`config.mk`:
```
export PLATFORM = sky130hd
export DESIGN_NAME = cp0_irq_ctrl
export DESIGN_NICKNAME = d
export VERILOG_FILES = /design/src/rtl/cp0_irq_ctrl.sv
export SDC_FILE = /design/constraint.sdc
export NUM_CORES = 1
export LEC_CHECK = 0
export CELL_PAD_IN_SITES_DETAIL_PLACEMENT = 2
export CELL_PAD_IN_SITES_GLOBAL_PLACEMENT = 2
export CORE_MARGIN = 5
export CORE_UTILIZATION = 25
export CTS_BUF_LIST = sky130_fd_sc_hd__clkbuf_16
export DETAILED_ROUTE_END_ITERATION = 10
export PLACE_DENSITY = 0.88
export SETUP_SLACK_MARGIN = 0.4
export SKIP_CTS_REPAIR_TIMING = 1
export SYNTH_ARGS = -nofsm -noshare
export SYNTH_HDL_FRONTEND = slang
export SYNTH_SLANG_ARGS = --single-unit
```
`constraint.sdc`:
```
create_clock -name clk -period 2.2 [get_ports clk]
set_clock_uncertainty 0.1 [all_clocks]
set_input_delay 0.22 -clock clk [delete_from_list [all_inputs] [get_ports clk]]
set_output_delay 0.22 -clock clk [all_outputs]
set_load 0.02 [all_outputs]
```
`src/rtl/cp0_irq_ctrl.sv`:
```
// cp0_irq_ctrl: multi-line, maskable, prioritised, vectored CP0 interrupt controller
// with MFC0/MTC0/ERET access. Define CP0_TIMER_EN to add the COUNT/COMPARE timer interrupt.
module cp0_irq_ctrl #(
  parameter int unsigned IRQ_NUM    = 4,
  parameter logic [31:0] VEC_BASE   = 32'h0000_0100,
  parameter logic [31:0] VEC_STRIDE = 32'h0000_0010
) (
  input  logic               clk,
  input  logic               rst,
  input  logic [1:0]         oper,
  input  logic [4:0]         addr_r,
  output logic [31:0]        data_r,
  input  logic [4:0]         addr_w,
  input  logic [31:0]        data_w,
  input  logic [IRQ_NUM-1:0] ir_in,
  input  logic               ret_valid,
  input  logic [31:0]        ret_addr,
  output logic               jump_en,
  output logic [31:0]        jump_addr
);

  localparam logic [1:0]  OP_MTC0    = 2'b10;
  localparam logic [1:0]  OP_ERET    = 2'b11;
  localparam logic [4:0]  REG_STATUS = 5'd12;
  localparam logic [4:0]  REG_CAUSE  = 5'd13;
  localparam logic [4:0]  REG_EPC    = 5'd14;
  localparam int unsigned IM_LO      = 8;
`ifdef CP0_TIMER_EN
  localparam logic [4:0]  REG_COUNT   = 5'd9;
  localparam logic [4:0]  REG_COMPARE = 5'd11;
  localparam int unsigned NPEND       = IRQ_NUM + 1;
`else
  localparam int unsigned NPEND       = IRQ_NUM;
`endif

  typedef enum logic [1:0] {
    S_IDLE    = 2'd0,
    S_TAKE    = 2'd1,
    S_HANDLER = 2'd2,
    S_RETURN  = 2'd3
  } state_t;

  state_t             state_q;
  state_t             state_d;
  logic [IRQ_NUM-1:0] sync1_q;
  logic [IRQ_NUM-1:0] sync2_q;
  logic [IRQ_NUM-1:0] sync3_q;
  logic [IRQ_NUM-1:0] ip_q;
  logic [IRQ_NUM-1:0] im_q;
  logic [IRQ_NUM-1:0] irq_edge;
  logic [IRQ_NUM-1:0] ip_clr;
  logic               ie_q;
  logic               exl_q;
  logic [4:0]         exc_q;
  logic [31:0]        epc_q;
  logic [NPEND-1:0]   pend;
  logic [4:0]         take_idx;
  logic [31:0]        vec_addr;
  logic               is_mtc0;
  logic               is_eret;
  logic               wr_status;
  logic               wr_cause;
  logic               wr_epc;
  logic               take_c;
  logic               eret_c;
  logic               jump_en_d;
  logic [31:0]        jump_addr_d;
  logic [31:0]        status_rd;
  logic [31:0]        cause_rd;
  logic               unused_data_w;

`ifdef CP0_TIMER_EN
  logic [31:0] count_q;
  logic [31:0] compare_q;
  logic [31:0] count_d;
  logic        ti_q;
  logic        imti_q;
  logic        wr_count;
  logic        wr_compare;
`endif

  assign unused_data_w = ^data_w;

  // Decode of the register-access operation
  assign is_mtc0   = (oper == OP_MTC0);
  assign is_eret   = (oper == OP_ERET);
  assign wr_status = is_mtc0 && (addr_w == REG_STATUS);
  assign wr_cause  = is_mtc0 && (addr_w == REG_CAUSE);
  assign wr_epc    = is_mtc0 && (addr_w == REG_EPC);
  assign ip_clr    = wr_cause ? data_w[IM_LO +: IRQ_NUM] : '0;
  assign irq_edge  = sync2_q & ~sync3_q;

`ifdef CP0_TIMER_EN
  assign wr_count   = is_mtc0 && (addr_w == REG_COUNT);
  assign wr_compare = is_mtc0 && (addr_w == REG_COMPARE);
  assign count_d    = wr_count ? data_w : count_q + 32'd1;
  assign pend       = {ti_q & imti_q, ip_q & im_q};
`else
  assign pend       = ip_q & im_q;
`endif

  // Lowest set index wins
  always_comb begin
    take_idx = '0;
    for (int i = int'(NPEND) - 1; i >= 0; i--) begin
      if (pend[i]) take_idx = 5'(i);
    end
  end

  assign vec_addr = VEC_BASE + VEC_STRIDE * 32'(take_idx);

  // ERET outranks an interrupt; TAKE/RETURN ignore ERET to keep jump_en single-cycle
  assign eret_c = is_eret && ((state_q == S_IDLE) || (state_q == S_HANDLER));
  assign take_c = (state_q == S_IDLE) && ie_q && !exl_q && (|pend) && ret_valid && !is_eret;

  // State and redirect registers
  always_ff @(posedge clk) begin
    if (!rst) begin
      state_q   <= S_IDLE;
      jump_en   <= 1'b0;
      jump_addr <= '0;
    end else begin
      state_q   <= state_d;
      jump_en   <= jump_en_d;
      jump_addr <= jump_addr_d;
    end
  end

  // Next-state logic
  always_comb begin
    state_d = state_q;
    case (state_q)
      S_IDLE: begin
        if (eret_c)      state_d = S_RETURN;
        else if (take_c) state_d = S_TAKE;
      end
      S_TAKE:    state_d = S_HANDLER;
      S_HANDLER: if (eret_c) state_d = S_RETURN;
      S_RETURN:  state_d = S_IDLE;
      default:   state_d = S_IDLE;
    endcase
  end

  // Redirect outputs
  always_comb begin
    jump_en_d   = 1'b0;
    jump_addr_d = jump_addr;
    if (eret_c) begin
      jump_en_d   = 1'b1;
      jump_addr_d = epc_q;
    end else if (take_c) begin
      jump_en_d   = 1'b1;
      jump_addr_d = vec_addr;
    end
  end

  // CP0 register file, synchronisers and pending bits
  always_ff @(posedge clk) begin
    if (!rst) begin
      sync1_q <= '0;
      sync2_q <= '0;
      sync3_q <= '0;
      ip_q    <= '0;
      im_q    <= '0;
      ie_q    <= 1'b0;
      exl_q   <= 1'b0;
      exc_q   <= '0;
      epc_q   <= '0;
`ifdef CP0_TIMER_EN
      count_q   <= '0;
      compare_q <= '0;
      ti_q      <= 1'b0;
      imti_q    <= 1'b0;
`endif
    end else begin
      sync1_q <= ir_in;
      sync2_q <= sync1_q;
      sync3_q <= sync2_q;
      ip_q    <= (ip_q & ~ip_clr) | irq_edge;
      if (wr_status) begin
        ie_q  <= data_w[0];
        exl_q <= data_w[1];
        im_q  <= data_w[IM_LO +: IRQ_NUM];
      end
      if (wr_epc) epc_q <= data_w;
      if (take_c) begin
        exl_q <= 1'b1;
        epc_q <= ret_addr;
        exc_q <= take_idx;
      end else if (eret_c && (state_q == S_HANDLER)) begin
        exl_q <= 1'b0;
      end
`ifdef CP0_TIMER_EN
      count_q <= count_d;
      if (wr_status) imti_q <= data_w[30];
      if (wr_compare) begin
        compare_q <= data_w;
        ti_q      <= 1'b0;
      end else if (count_d == compare_q) begin
        ti_q <= 1'b1;
      end
`endif
    end
  end

  // MFC0 read mux
  always_comb begin
    status_rd                   = '0;
    status_rd[0]                = ie_q;
    status_rd[1]                = exl_q;
    status_rd[IM_LO +: IRQ_NUM] = im_q;
    cause_rd                    = '0;
    cause_rd[6:2]               = exc_q;
    cause_rd[IM_LO +: IRQ_NUM]  = ip_q;
`ifdef CP0_TIMER_EN
    status_rd[30]               = imti_q;
    cause_rd[30]                = ti_q;
`endif
    data_r = '0;
    case (addr_r)
      REG_STATUS:  data_r = status_rd;
      REG_CAUSE:   data_r = cause_rd;
      REG_EPC:     data_r = epc_q;
`ifdef CP0_TIMER_EN
      REG_COUNT:   data_r = count_q;
      REG_COMPARE: data_r = compare_q;
`endif
      default:     data_r = '0;
    endcase
  end

endmodule

```
==> results.py, run 1 <==
metrics = {
    "placement": {
        "port_buffers": 147,
        "gp_congestion": 0.773,
        "post-place-ws_ns": -0.162,
        "hpwl_microns": 11300,
    },
    "worst_hold_path": {
        "hold_depth": 3,
        "whs_endpoint": "epc_q[25]",
        "holdCritPathClass": "input port to flip-flop",
        "min_from": "rst",
    },
    "setup_path": {
        "crit_slowest_cell": "and2b_4",
        "path_buf_inv": 3,
        "endpoint_kind": "primary output",
        "cpMostUsedCell": "dlymetal6s2s_1",
        "cp_top_family": "simple AND/OR/NAND/NOR gates",
        "r2r-end": "jump_addr[4]",
        "cp-start-kind": "input port",
        "critical_path.cell_chain": "dlymetal6s2s_1 -> nand3b_1 -> and2b_4 -> buf_12 -> and2_1 -> dlymetal6s2s_1",
        "r2r_start": "state_q[0]",
        "reg2reg_slack_ns": 0.43,
        "cpPeakStageDelay_ns": 0.36,
        "critPathArrivalTime_ns": 1.49,
        "crit_required_ns": 1.88,
        "criticalPathCategory": "input port to primary output",
        "r2r_cells": 7,
        "crit_fanout": 11,
    },
    "power_and_ir_drop": {
        "ir_drop_uv": 349,
        "power.density_nw_per_um2": 581,
        "cellLeakagePower_nw": 2.81,
        "p_total_w": 0.00369,
    },
    "synthesis": {
        "post-synth-top-count-cell": "dfxtp_1",
        "synth_enable_flop_cells": 0,
        "synth-simple-area-share": 0.188,
        "synth_compound_area_frac": 0.176,
        "yosys.area.top_type": "dfxtp_1",
        "ys_seq_area_frac": 0.465,
        "yosysUniqueCellTypes": 36,
        "synth_top_family_by_area": "simple AND/OR/NAND/NOR gates",
        "synth_top_cell_area_share": 0.465,
        "synth-seq-cells": 91,
        "ys_async_sr_fraction": 0,
        "muxShareOfSynthArea": 0.112,
        "synth_nets": 529,
        "yosysWarnings": 0,
        "synth_area_sq_um": 3920,
        "synth_area_leaders": "dfxtp_1 (46%), mux2i_1 (11%), a21oi_1 (8.8%)",
        "syn_avg_cell_area_sq_um": 8.83,
        "syn_inst": 444,
        "ys.flop_type": "dfxtp_1",
        "synthAdderAreaFrac": 0.00639,
        "synth-xor-area-share": 0,
        "synth_common_cells": "dfxtp_1 (91), a21oi_1 (69), mux2i_1 (44)",
    },
    "floorplanning": {
        "start_util": 0.256,
        "ios": 148,
        "dieArea_sq_um": 18300,
        "rows": 45,
        "coreArea_sq_um": 15300,
        "die_y_microns": 135,
        "fp.dieW_microns": 135,
    },
    "clock_tree": {
        "htreeDepth": 3,
        "cts_tree": "built",
        "clk_latency_ns": 0.35,
        "clockBufferDepth": 2,
        "cts_root_buf": "clkbuf_16",
        "clock_sinks": 91,
        "clkTransAtPathRegs_ns": 0.06,
        "numCtsBuffers": 9,
    },
    "sta": {
        "worst_pin_slew_ns": 0.500,
        "slew_viol_final": 0,
        "finalWorstSetupSlack_ns": 0.393,
        "slew_headroom": 0.667,
        "max_freq_mhz": 553,
        "hold_violations": 0,
        "finalSetupViolCount": 0,
        "period_share": 0.821,
        "rsz0062_at_grt": "true",
        "fin_crit_ns": 1.81,
    },
    "global_route": {
        "grt_overflow_total": 0,
        "grt_pass1_vias": 4289,
        "track_usage": 0.163,
        "grt_pass1_wl_microns": 23300,
        "grt_max_degree": 42,
        "antenna_found_initial": 1,
    },
    "route": {
        "dr.pass1.iters": 4,
        "dr.first_iter.drc_count": 123,
        "drtAntennaViolNets": 0,
        "drt-total-wl_microns": 16700,
        "wire_per_inst_microns": 20.5,
        "vias": 3959,
        "drc": 0,
        "via_per_inst": 4.84,
    },
    "flow_run": {
        "cap_violations": 0,
    },
    "status": {
        "status": "completed",
    },
    "finish": {
        "drive_gt1_frac": 0.109,
        "num_antenna_cells": 0,
        "nFillCells": 1623,
        "finalCoreUtilization": 0.414,
        "syn2layout_area_growth_pct": 62.0,
        "num-nets-final": 689,
    },
}
## registers in the layout, summed over array words and instances (netlist names)
| signal | flops |
|---|---|
| jump_addr | 32 |
| im_q | 4 |
| exc_q | 2 |
| epc_q | 32 |
| ie_q | 1 |
| sync2_q | 4 |
| jump_en | 1 |
| ip_q | 4 |
| exl_q | 1 |
| state_q | 2 |
| sync1_q | 4 |
| sync3_q | 4 |
## per-layer routing
layer	vias up	part of all wire	track usage
met5	-	0	0
met4	0	0.015	0.0521
met3	16	0.061	0.0453
met2	108	0.51	0.297
met1	1963	0.41	0.182
li1	1872	-	-
## stage by stage
step                instances  TNS (ns)  hold WS [ns]  instance area, sq um
floorplan                 444         0         0.247                  3920
global placement          786     -1.67         0.316                  5700
detailed placement        786     -3.41         0.325                  5700
CTS                       800     -3.99         0.195                  5980
global route              818         0         0.231                  6350
finish                    818         0         0.193                  6350
## worst min-delay path: stages
cell and delay (ns):
buf_2 0.21, o21ai_0 0.12, a21oi_1 0.05
## report_power, final
group          leakage (nW)  internal [W]  total [W]  switching, W
sequential            0.737       0.00168    0.00170     0.0000211
clock                 0.137      0.000855    0.00149      0.000634
combinational          1.93      0.000265   0.000500      0.000234
## final cells by class
cell class,instances,area (sq um),share of cell area
repair buffers,182,1990,0.313
multi-input cells,316,1980,0.312
flip-flops and latches,91,1820,0.287
well taps,211,264,0.0416
clock buffers,9,225,0.0355
clock inverters,5,48.8,0.00769
inverters,4,15.0,0.00237
## how the worst max path moves through the flow
stage	from	end	slack (ns)	cells past startpoint
2_1_floorplan	state_q[1]	jump_addr[20]	0.53	8
3_3_place_gp	addr_r[4]	data_r[28]	-0.08	6
3_5_place_dp	addr_r[1]	data_r[14]	-0.16	6
4_1_cts	addr_r[1]	data_r[26]	-0.19	6
5_1_grt	addr_r[4]	data_r[14]	0.35	6
6_report	addr_r[4]	data_r[14]	0.39	6
## cell usage in the layout (no fill, tap or decap), drive strengths merged, types with 4 or more instances in the layout
cell	Yosys	layout
a21boi	4	4
a21oi	69	69
and2	36	36
buf	20	33
clkbuf	15	14
clkdlybuf4s50	0	109
dfxtp	91	91
dlymetal6s2s	0	35
inv	4	6
mux2i	44	44
nand2	36	36
nand3	33	33
nor2	19	19
nor2b	6	6
o21a	4	4
o21ai	36	36
## cells by family after synthesis
group / count (synthesis)
adders and majority gates: 2
and+or+nand+nor: 143
buffers and inverters: 39
muxes: 44
DFF: 91
AOI/OAI and AO/OA: 125
No activity file was read; power rests on OpenSTA's default activity.
==> run 2, diff against run 1 <==
==> constraint.sdc (replaced) <==
create_clock -name clk -period 1.9 [get_ports clk]
set_clock_uncertainty 0.1 [all_clocks]
set_input_delay 0.19 -clock clk [delete_from_list [all_inputs] [get_ports clk]]
set_output_delay 0.19 -clock clk [all_outputs]
set_load 0.02 [all_outputs]
==> run 2 against run 1 <==
Compared with the run above:
- worst setup slack lost 0.26 ns
- die area unchanged
- critical path depth is the same
- register-to-register slack lost 0.30 ns
- combinational power increased by 21%
- routed wire length grew 12%
- count of clock-buffer cells in the layout unchanged
- sequential cell count did not move
- sequential share of layout area down 1.8 points
- final cell count grew 1.3%
- largest cell class is now multi-input gates
==> results.py, run 2 (synthesis gave the netlist of run 1 again) <==
metrics = {
    "status": {
        "status": "completed",
    },
    "setup_path": {
        "cpPeakStageDelay_ns": 0.35,
        "cp-start-kind": "flip-flop",
        "path_buf_inv": 2,
        "reg2reg_slack_ns": 0.13,
        "critPathLaunch": "im_q[2]",
        "crit_fanout": 8,
        "criticalPathCategory": "flip-flop to flip-flop",
        "cp_top_family": "compound AO/OA/AOI/OAI gates",
        "endpoint_kind": "flip-flop",
        "critPathArrivalTime_ns": 1.92,
        "worst-path-stages": 6,
        "r2r-end": "jump_addr[14]",
        "crit_required_ns": 2.05,
        "r2r_start": "im_q[2]",
        "crit_end": "jump_addr[14]",
        "r2r_cells": 6,
        "critical_path.cell_chain": "a22o_4 -> o2111ai_4 -> buf_12 -> buf_16 -> nand3_1 -> a21oi_1",
        "crit_slowest_cell": "dfxtp_2",
    },
    "sta": {
        "slew_headroom": 0.783,
        "period_share": 0.932,
        "worst_pin_slew_ns": 0.321,
        "fin_crit_ns": 1.77,
        "fin_tns_setup_ns": 0,
        "hold_violations": 0,
        "fin_hold_ws_ns": 0.335,
        "rsz0062_at_grt": "true",
        "finalSetupViolCount": 0,
        "max_freq_mhz": 565,
        "slew_viol_final": 0,
    },
    "power_and_ir_drop": {
        "seqPwrFrac": 0.463,
        "cellLeakagePower_nw": 3.12,
        "p_total_w": 0.00425,
        "p_comb_frac": 0.143,
        "power_switching_w": 0.00111,
        "p_int_w": 0.00314,
        "power.density_nw_per_um2": 621,
        "pwr-share-clk": 0.394,
        "swShare": 0.262,
        "ir_drop_uv": 506,
    },
    "clock_tree": {
        "clk_latency_ns": 0.34,
        "htreeDepth": 3,
        "numCtsBuffers": 9,
        "clock_sinks": 91,
        "cts_tree": "built",
        "clkTransAtPathRegs_ns": 0.07,
        "clockBufferDepth": 2,
        "cts_root_buf": "clkbuf_16",
    },
    "floorplanning": {
        "ios": 148,
        "die_y_microns": 135,
        "coreArea_sq_um": 15300,
        "start_util": 0.256,
        "dieArea_sq_um": 18300,
        "rows": 45,
        "fp.dieW_microns": 135,
    },
    "finish": {
        "num-nets-final": 698,
        "largest_registers": "epc_q: 32 flops, jump_addr: 32 flops",
        "stdcell_count": 829,
        "final_cell_mix": "dfxtp_1 (81), clkdlybuf4s50_1 (73), a21oi_1 (57), mux2i_1 (43), dlymetal6s2s_1 (40)",
        "syn2layout_area_growth_pct": 74.7,
        "drive_gt1_frac": 0.291,
        "nFillCells": 1610,
        "mostFrequentLayoutCell": "dfxtp_1",
        "num_antenna_cells": 0,
    },
    "global_route": {
        "grt_pass1_wl_microns": 23400,
        "track_usage": 0.163,
        "grt_max_degree": 42,
        "grt_pass1_vias": 4235,
        "antenna_found_initial": 0,
        "grt_overflow_total": 0,
    },
    "route": {
        "drt-total-wl_microns": 18700,
        "vias": 4039,
        "dr.pass1.iters": 4,
        "wire_per_inst_microns": 22.5,
        "drtAntennaViolNets": 0,
        "drc": 0,
        "dr.first_iter.drc_count": 130,
        "via_per_inst": 4.87,
    },
    "worst_hold_path": {
        "holdCritPathClass": "input port to flip-flop",
    },
    "placement": {
        "dp_cells": 793,
        "gp_congestion": 0.811,
        "hpwl_microns": 11700,
        "port_buffers": 147,
    },
    "flow_run": {
        "cap_violations": 0,
    },
}
[run 2: worst register-to-register path, stage by stage (launching register included)]
cell and delay [ns]:
dfxtp_2 0.35, a22o_4 0.28, o2111ai_4 0.30, buf_12 0.21, buf_16 0.15, nand3_1 0.09, a21oi_1 0.20
[run 2: metal layers]
metal | GRT usage | vias up | routed length, microns
met5 | 0 | - | 0
met4 | 0.0487 | 0 | 223
met3 | 0.0483 | 20 | 1140
met1 | 0.183 | 1997 | 7250
met2 | 0.296 | 126 | 10100
li1 | - | 1896 | -
[run 2: worst min path at each step]
stage / from / endpoint / slack [ns] / depth (start not counted)
2_1_floorplan: ir_in[0] / sync1_q[0] / 0.22 / 1
3_3_place_gp: sync1_q[3] / sync2_q[3] / 0.32 / 1
3_5_place_dp: sync1_q[3] / sync2_q[3] / 0.32 / 1
4_1_cts: ir_in[1] / sync1_q[1] / 0.32 / 2
5_1_grt: ir_in[1] / sync1_q[1] / 0.34 / 2
6_report: ir_in[3] / sync1_q[3] / 0.33 / 2
[run 2: cell type report]
class	count	area, sq um	area share
clock buffers	9	225	0.0329
well taps	211	264	0.0386
multi-input cells	314	2240	0.328
repair buffers	193	2210	0.323
inverters	4	15.0	0.00219
flip-flops and latches	91	1840	0.269
clock inverters	7	46.3	0.00676
[run 2: per-stage QoR]
step / setup WS, ns / area [sq um] / utilization
after floorplan: 0.369 / 4000 / -
after global placement: -0.307 / 5830 / 0.381
after detailed placement: -0.372 / 5830 / 0.381
after CTS: -0.387 / 6100 / 0.398
after global routing: 0.0806 / 6850 / 0.447
final: 0.129 / 6850 / 0.447
[run 2: power by group through the flow]
stage	Clock [W]	Combinational (W)	Sequential [W]
2_1_floorplan	0	0.000215	0.00201
3_3_place_gp	0	0.000495	0.00201
3_5_place_dp	0	0.000521	0.00201
4_1_cts	0.00171	0.000523	0.00197
5_1_grt	0.00180	0.000647	0.00197
6_report	0.00167	0.000607	0.00197
